===== src/rtl/fifo_late_reader.sv =====
// fifo_late_reader: read-side front end for a synchronous FIFO whose rd_data
// and ne update one clock after re. Reads are issued ahead of demand and the
// returning words land in a 3-entry holding buffer that feeds a valid/ready
// stream with frame marking and a delivered-word counter.
module fifo_late_reader #(
  parameter int DATAWIDTH = 18,
  parameter int FRAMELEN  = 0,
  parameter int CNTWIDTH  = 16
) (
  input  logic                 clk,
  input  logic                 reset,
  input  logic [DATAWIDTH-1:0] fifo_rd_data,
  input  logic                 fifo_ne,
  output logic                 fifo_re,
  input  logic                 en,
  output logic [DATAWIDTH-1:0] out_data,
  output logic                 out_valid,
  input  logic                 out_ready,
  output logic                 out_last,
  output logic [CNTWIDTH-1:0]  words
);

  localparam int FW = (FRAMELEN > 1) ? $clog2(FRAMELEN) : 1;
  localparam logic [FW-1:0] FLAST = FW'((FRAMELEN > 0) ? FRAMELEN - 1 : 0);

  logic [DATAWIDTH-1:0] buf_q [3];
  logic [DATAWIDTH-1:0] buf_d [3];
  logic [1:0]           occ_q, occ_d;
  logic                 inflight_q;
  logic [FW-1:0]        fcnt_q, fcnt_d;
  logic [CNTWIDTH-1:0]  words_q, words_d;
  logic                 pop;
  logic [1:0]           wpos;

  assign out_valid = (occ_q != 2'd0);
  assign pop       = out_valid && out_ready;
  assign out_data  = buf_q[0];
  assign out_last  = (FRAMELEN != 0) && out_valid && (fcnt_q == FLAST);
  assign words     = words_q;

  // Reads are only issued when a buffer slot is guaranteed for the returning
  // word; out_ready is deliberately kept out of this term.
  assign fifo_re = !reset && en && fifo_ne
                   && (({1'b0, occ_q} + {2'b0, inflight_q}) < 3'd3);

  // Next buffer contents, occupancy, frame position and word count.
  always_comb begin
    buf_d   = buf_q;
    occ_d   = occ_q + {1'b0, inflight_q} - {1'b0, pop};
    fcnt_d  = fcnt_q;
    words_d = words_q;
    wpos    = occ_q - {1'b0, pop};
    if (pop) begin
      buf_d[0] = buf_q[1];
      buf_d[1] = buf_q[2];
      fcnt_d   = (fcnt_q == FLAST) ? '0 : fcnt_q + 1'b1;
      words_d  = words_q + 1'b1;
    end
    // Capture slot accounts for the shift so the returning word lands right
    // behind whatever survives this cycle's pop.
    if (inflight_q) begin
      case (wpos)
        2'd0:    buf_d[0] = fifo_rd_data;
        2'd1:    buf_d[1] = fifo_rd_data;
        default: buf_d[2] = fifo_rd_data;
      endcase
    end
  end

  // Control state; reset drops any in-flight read so stale rd_data is ignored.
  always_ff @(posedge clk) begin
    if (reset) begin
      occ_q      <= '0;
      inflight_q <= 1'b0;
      fcnt_q     <= '0;
      words_q    <= '0;
    end else begin
      occ_q      <= occ_d;
      inflight_q <= fifo_re;
      fcnt_q     <= fcnt_d;
      words_q    <= words_d;
    end
  end

  // Buffer data path; contents are meaningless while occupancy excludes them.
  always_ff @(posedge clk) begin
    for (int unsigned i = 0; i < 3; i++) buf_q[i] <= buf_d[i];
  end

endmodule


===== config.mk =====
export PLATFORM = sky130hd
export DESIGN_NAME = fifo_late_reader
export DESIGN_NICKNAME = d
export VERILOG_FILES = /design/src/rtl/fifo_late_reader.sv
export SDC_FILE = /design/constraint.sdc
export NUM_CORES = 1
export LEC_CHECK = 0
export CAP_MARGIN = 20
export CORE_MARGIN = 5
export CORE_UTILIZATION = 55
export CTS_CLUSTER_DIAMETER = 50
export CTS_CLUSTER_SIZE = 25
export DETAILED_ROUTE_END_ITERATION = 7
export PLACE_DENSITY = 0.9
export SLEW_MARGIN = 20
export SYNTH_ARGS = -nofsm -noshare
export SYNTH_HDL_FRONTEND = slang
export SYNTH_SLANG_ARGS = --single-unit
export TNS_END_PERCENT = 50

===== constraint.sdc =====
create_clock -name clk -period 4.1 [get_ports clk]
set_clock_uncertainty 0.2 [all_clocks]
set_input_delay 0.82 -clock clk [delete_from_list [all_inputs] [get_ports clk]]
set_output_delay 0.82 -clock clk [all_outputs]
set_load 0.02 [all_outputs]

==> results of run 1 <==
==> metrics by stage <==
step	hold WS [ps]	instance area (sq um)	power (mW)
2_1_floorplan	250	3050	1.67
3_3_place_gp	259	3550	1.84
3_5_place_dp	263	3550	1.87
4_1_cts	274	3720	2.35
5_1_grt	291	3720	2.48
6_report	275	3720	2.33
==> power by group <==
| group | switching (mW) | internal, mW | leakage (nW) |
|---|---|---|---|
| Combinational | 0.407 | 0.384 | 0.754 |
| Clock | 0.244 | 0.236 | 0.0874 |
| Sequential | 0.119 | 0.938 | 0.618 |
==> worst min path at each step <==
stage / start / endpoint / cells past startpoint
2_1_floorplan: buf_q[18] / buf_q[18] / 2
3_3_place_gp: buf_q[24] / buf_q[24] / 2
3_5_place_dp: buf_q[20] / buf_q[20] / 2
4_1_cts: buf_q[33] / buf_q[33] / 2
5_1_grt: buf_q[24] / buf_q[24] / 2
6_report: buf_q[19] / buf_q[19] / 2
==> sequential cells by signal, summed over array words and instances, names as in the netlist <==
signal      flops
out_data       18
buf_q          36
inflight_q      1
words          16
occ_q           2
==> area by class of cell <==
class | instances | area [sq um] | area share [%]
clock inverters | 3 | 18.8 | 0.505
repair buffers | 62 | 611 | 16.4
inverters | 3 | 11.3 | 0.303
clock buffers | 13 | 149 | 4.01
well taps | 72 | 90.1 | 2.42
flip-flops and latches | 73 | 1640 | 44.2
multi-input cells | 207 | 1190 | 32.2
==> synthesized netlist by cell type <==
cell type,n
a2111oi_0,2
a21oi_1,9
a31oi_1,18
and3_1,1
and3b_1,1
and4_1,2
buf_2,3
buf_4,19
clkbuf_1,15
conb_1,1
dfxtp_1,55
edfxtp_1,18
ha_1,4
inv_1,3
mux2i_1,18
nand2_1,63
nand3_1,5
nand4_1,3
nand4_2,1
nor2_1,27
nor2b_1,1
nor3_1,1
nor3b_1,2
o211a_1,1
o21a_1,1
o21ai_0,21
o21ai_1,1
o21ai_2,1
o31ai_1,4
or2_1,1
or3_1,3
or4_1,4
xnor2_1,4
xor2_1,7
==> worst reg2reg max path, cell delays in order, from the launching register on <==
cell and delay [ps]:
dfxtp_1 410, o21ai_4 640, xnor2_1 140, ha_1 220, xor2_1 140, or3_1 310, a21oi_1 130
==> routing by layer <==
layer	wire length (um)	vias up	GRT usage, %	share of wire (%)
li1	-	1158	-	-
met1	2700	1074	21.7	46
met2	2740	70	28.2	46
met3	384	8	3.63	6.5
met4	73	0	7.05	1.2
met5	0	-	0	0
==> cell families (layout without fill, tap and decap cells) <==
kind of cell / count (synthesis) / after routing / share of synthesized area, %
AND/OR/NAND/NOR: 115 / 115 / 16.7
flip-flops: 73 / 73 / 53.9
AO/OA/AOI/OAI: 58 / 58 / 11.2
buffers and inverters: 40 / 81 / 7.39
multiplexers: 18 / 18 / 5.91
XOR/XNOR: 11 / 11 / 3.16
adder cells (fa/ha/maj): 4 / 4 / 1.64
other: 1 / 1 / 0.123
==> results_dict.tcl, run 1 <==
set metrics [dict create \
    yosysWarnings 0 \
    yosys-top-cells-area "dfxtp_1, edfxtp_1, nand2_1" \
    crit_end "fifo_re" \
    critPathLaunch "fifo_ne" \
    cts_tree "done" \
    ant_nets 0 \
    ff2ff_path_depth 6 \
    power_leakage_nw 1.46 \
    maxCapViolations 0 \
    endpoint_kind "output pin" \
    min_period_ps 3420 \
    first_pass_iters 4 \
    cp_max_fo 2 \
    grt_pass1_wl_mm 9.90 \
    cts_setup_buffers 0 \
    path_clk_slew_ps 70 \
    vias 2310 \
    fin_util_pct 68.3 \
    critPathBufInv 2 \
    netlist_area_sq_um 3050 \
    max_slew_margin_pct 30.2 \
    cpPeakStageDelay_ps 690 \
    crit_slowest_cell "clkdlybuf4s50_1" \
    reg2reg_setup_slack_ps 1840 \
    critPathArrivalTime_ps 2400 \
    insertion_delay_ps 330 \
    wl_per_cell_um 13.6 \
    grt_usage_pct 17.0 \
    start_util_pct 56.0 \
    worstPathCellList "clkdlybuf4s50_1 -> nand2_1 -> a2111oi_0 -> clkdlybuf4s50_1" \
    cts_htree_levels 3 \
    finalSetupViolCount 0 \
    die_x_um 84.4 \
    required_ps 3080 \
    antenna_found_initial 0 \
    ys_seq_elements 73 \
    instances_no_fill 433 \
    crit_top_cell "clkdlybuf4s50_1" \
    rsz0062_at_grt "false" \
    syn_nets 347 \
    synthCells 320 \
    hold_path.class "reg -> reg" \
    core_area_sq_um 5440 \
    fin_crit_sh_pct 83.5 \
    fmax_ghz 0.292 \
    drt_iter0_markers 150 \
    dp_cells 417 \
    drc 0 \
    dpl.hpwl_mm 4.04 \
    drv_slew 0 \
    first_global_vias 2181 \
    hold_violations 0 \
    r2r_start "occ_q[1]" \
    clock_sinks 73 \
    cts_resized 0 \
    ir_drop_mv 0.355 \
    wl_mm 5.90 \
    critical-path-top-delay-family "buffers and inverters" \
    port_buffers 58 \
    ios 60 \
    fin_tns_setup_ps 0 \
    ys_seq_area_share_pct 53.9 \
    place.gp.congestion 0.714 \
    ys_types 34 \
    worst_pin_slew_ps 1050 \
    cts_root_buf "clkbuf_8" \
    start_kind "input pin" \
    layout_common_cells "nand2_1, clkdlybuf4s50_1, dfxtp_1, nor2_1, o21ai_0" \
    die_area_sq_um 7130 \
    routed_via_density 5.33 \
    post-place-ws_ps 666 \
    status "finished, final reports clean" \
    die_height_um 84.4 \
    netlist.area_leader.share_pct 36.1 \
    synthToLayoutAreaGrowth_pct 22.0 \
    drive_gt1_share_pct 5.82 \
    fill_cells 418 \
    fin_ws_ps 675 \
    r2r_end "occ_q[1]" \
    avgSynthCellArea_sq_um 9.52 \
    crit_type "in -> out" \
    power_density_nw_per_um2 626 \
    antennaDiodeCount 0 \
    cts_max_path_buffers 2 \
    cts.hold.buffers_added 0 \
    numCtsBuffers 9 \
    grt_max_degree 37 \
    final_common_cell "nand2_1" \
    num_rows 27 \
    overflow 0 \
    yosysTopAreaCell "dfxtp_1" \
    crit_cells 4 \
    nNetsFinal 383 \
]
(Power assumes the default switching activity.)
==> run 2: changes to the inputs <==
--- a/config.mk
+++ b/config.mk
@@ -7,11 +7,11 @@
 export LEC_CHECK = 0
 export CAP_MARGIN = 20
 export CORE_MARGIN = 5
-export CORE_UTILIZATION = 55
+export CORE_UTILIZATION = 51
 export CTS_CLUSTER_DIAMETER = 50
 export CTS_CLUSTER_SIZE = 25
 export DETAILED_ROUTE_END_ITERATION = 7
-export PLACE_DENSITY = 0.9
+export PLACE_DENSITY = 0.85
 export SLEW_MARGIN = 20
 export SYNTH_ARGS = -nofsm -noshare
 export SYNTH_HDL_FRONTEND = slang
==> constraint.sdc (replaced) <==
create_clock -name clk -period 3.6 [get_ports clk]
set_clock_uncertainty 0.2 [all_clocks]
set_input_delay 0.72 -clock clk [delete_from_list [all_inputs] [get_ports clk]]
set_output_delay 0.72 -clock clk [all_outputs]
set_load 0.02 [all_outputs]
==> results_dict.tcl, run 2 (synthesized netlist as in run 1, its figures left out) <==
set metrics [dict create \
    worst_pin_slew_ps 633 \
    core_area_sq_um 5850 \
    cts_max_path_buffers 2 \
    critPathBufInv 1 \
    fin_tns_setup_ps 0 \
    fmax_ghz 0.308 \
    worstPathCellList "ha_1 -> ha_1 -> a2111oi_0 -> clkdlybuf4s50_1" \
    place.gp.congestion 0.725 \
    insertion_delay_ps 340 \
    ios 60 \
    status "finished, final reports clean" \
    grt_pass1_wl_mm 10.2 \
    rsz0062_at_grt "false" \
    max_slew_margin_pct 57.6 \
    die_x_um 87.3 \
    antennaDiodeCount 0 \
    crit_slowest_cell "clkdlybuf4s50_1" \
    nNetsFinal 385 \
    crit_top_cell "ha_1" \
    cp_max_fo 7 \
    num_rows 28 \
    die_area_sq_um 7620 \
    dpl.hpwl_mm 4.22 \
    first_global_vias 2239 \
    layout_common_cells "nand2_1, clkdlybuf4s50_1, dfxtp_1, nor2_1, o21ai_0" \
    placed_cell_area_sq_um 3570 \
    numCtsBuffers 9 \
    finalSetupViolCount 0 \
    maxCapViolations 0 \
    drive_gt1_share_pct 6.61 \
    required_ps 2680 \
    final_common_cell "nand2_1" \
    die_height_um 87.3 \
    cts_setup_buffers 0 \
    overflow 0 \
    vias 2351 \
    path_clk_slew_ps 70 \
    ir_drop_mv 0.396 \
    wl_mm 6.16 \
    grt_max_degree 37 \
    synthToLayoutAreaGrowth_pct 23.6 \
    cpPeakStageDelay_ps 680 \
    wl_per_cell_um 14.1 \
    totalPowerFinal_mw 2.76 \
    largest_register_ffs 36 \
    top_register "buf_q" \
    cts.hold.buffers_added 0 \
    crit_type "reg -> out" \
    critPathArrivalTime_ps 2320 \
    routed_via_density 5.37 \
    drt_iter0_markers 145 \
    endpoint_kind "output pin" \
    drc 0 \
    fill_cells 463 \
    fin_crit_sh_pct 90.1 \
    min_period_ps 3240 \
    clock_sinks 73 \
    start_kind "register" \
    antenna_found_initial 0 \
    ant_nets 0 \
    cts_tree "done" \
    power_density_nw_per_um2 733 \
    cts_root_buf "clkbuf_8" \
    cts_htree_levels 3 \
    stdcell_area_sq_um 3770 \
    hold_violations 0 \
    grt_usage_pct 17.2 \
    port_buffers 58 \
    drv_slew 0 \
    power_leakage_nw 1.49 \
    start_util_pct 52.1 \
    critical-path-top-delay-family "buffers and inverters" \
    hold_path.class "reg -> reg" \
    first_pass_iters 4 \
    cts_resized 0 \
]
-- run 2: final cells by class --
| class | instances | area (sq um) | area share [%] |
|---|---|---|---|
| Multi-Input combinational cell | 207 | 1190 | 31.7 |
| Clock inverter | 3 | 40.0 | 1.06 |
| Clock buffer | 13 | 159 | 4.22 |
| Inverter | 3 | 11.3 | 0.299 |
| Tap cell | 75 | 93.8 | 2.49 |
| Sequential cell | 73 | 1640 | 43.6 |
| Timing Repair Buffer | 64 | 626 | 16.6 |
-- run 2: worst reg2reg max path, cell delays in order (launching register included) --
cell,delay [ps]
dfxtp_1,410
o21ai_4,550
xnor2_1,130
ha_1,210
xor2_1,150
or3_1,320
a21oi_1,140
-- run 2: path summary, 6_finish.rpt --
kind | start | endpoint | slack, ps | cells past startpoint
min reg2reg | buf_q[35] | buf_q[35] | 280 | 2
max | occ_q[0] | fifo_re | 360 | 4
min | buf_q[35] | buf_q[35] | 280 | 2
max reg2reg | occ_q[1] | occ_q[1] | 1430 | 6
-- run 2: report_power, final --
part	internal, mW	switching (mW)	total (mW)
clock network	0.357	0.283	0.639
registers	1.07	0.138	1.21
logic	0.438	0.476	0.915
total	1.86	0.898	2.76
-- run 2: metrics by stage --
stage          util (%)  hold WS, ps  setup slack [ps]  cells
6_report           64.4          281               355    438
4_1_cts            64.4          282               301    438
5_1_grt            64.4          306               202    438
3_3_place_gp       61.0          259               423    422
3_5_place_dp       61.0          269               379    422
2_1_floorplan         -          250               709    320
-- run 2: per-layer routing --
layer  GRT usage [%]  part of all wire (%)  routed length, um  up-vias
li1                -                     -                  -     1169
met1            20.7                    44               2700     1095
met2            28.2                    47               2920       71
met3            3.78                   5.9                363       16
met4            9.76                   2.9                178        0
met5               0                     0                  0        -
==> run 3: changes to the inputs <==
--- a/config.mk
+++ b/config.mk
@@ -12,7 +12,6 @@
 export CTS_CLUSTER_SIZE = 25
 export DETAILED_ROUTE_END_ITERATION = 7
 export PLACE_DENSITY = 0.85
-export SLEW_MARGIN = 20
 export SYNTH_ARGS = -nofsm -noshare
 export SYNTH_HDL_FRONTEND = slang
 export SYNTH_SLANG_ARGS = --single-unit
==> results of run 3 <==
Same layout as run 2: the final DEF is identical, and so are final timing and power.
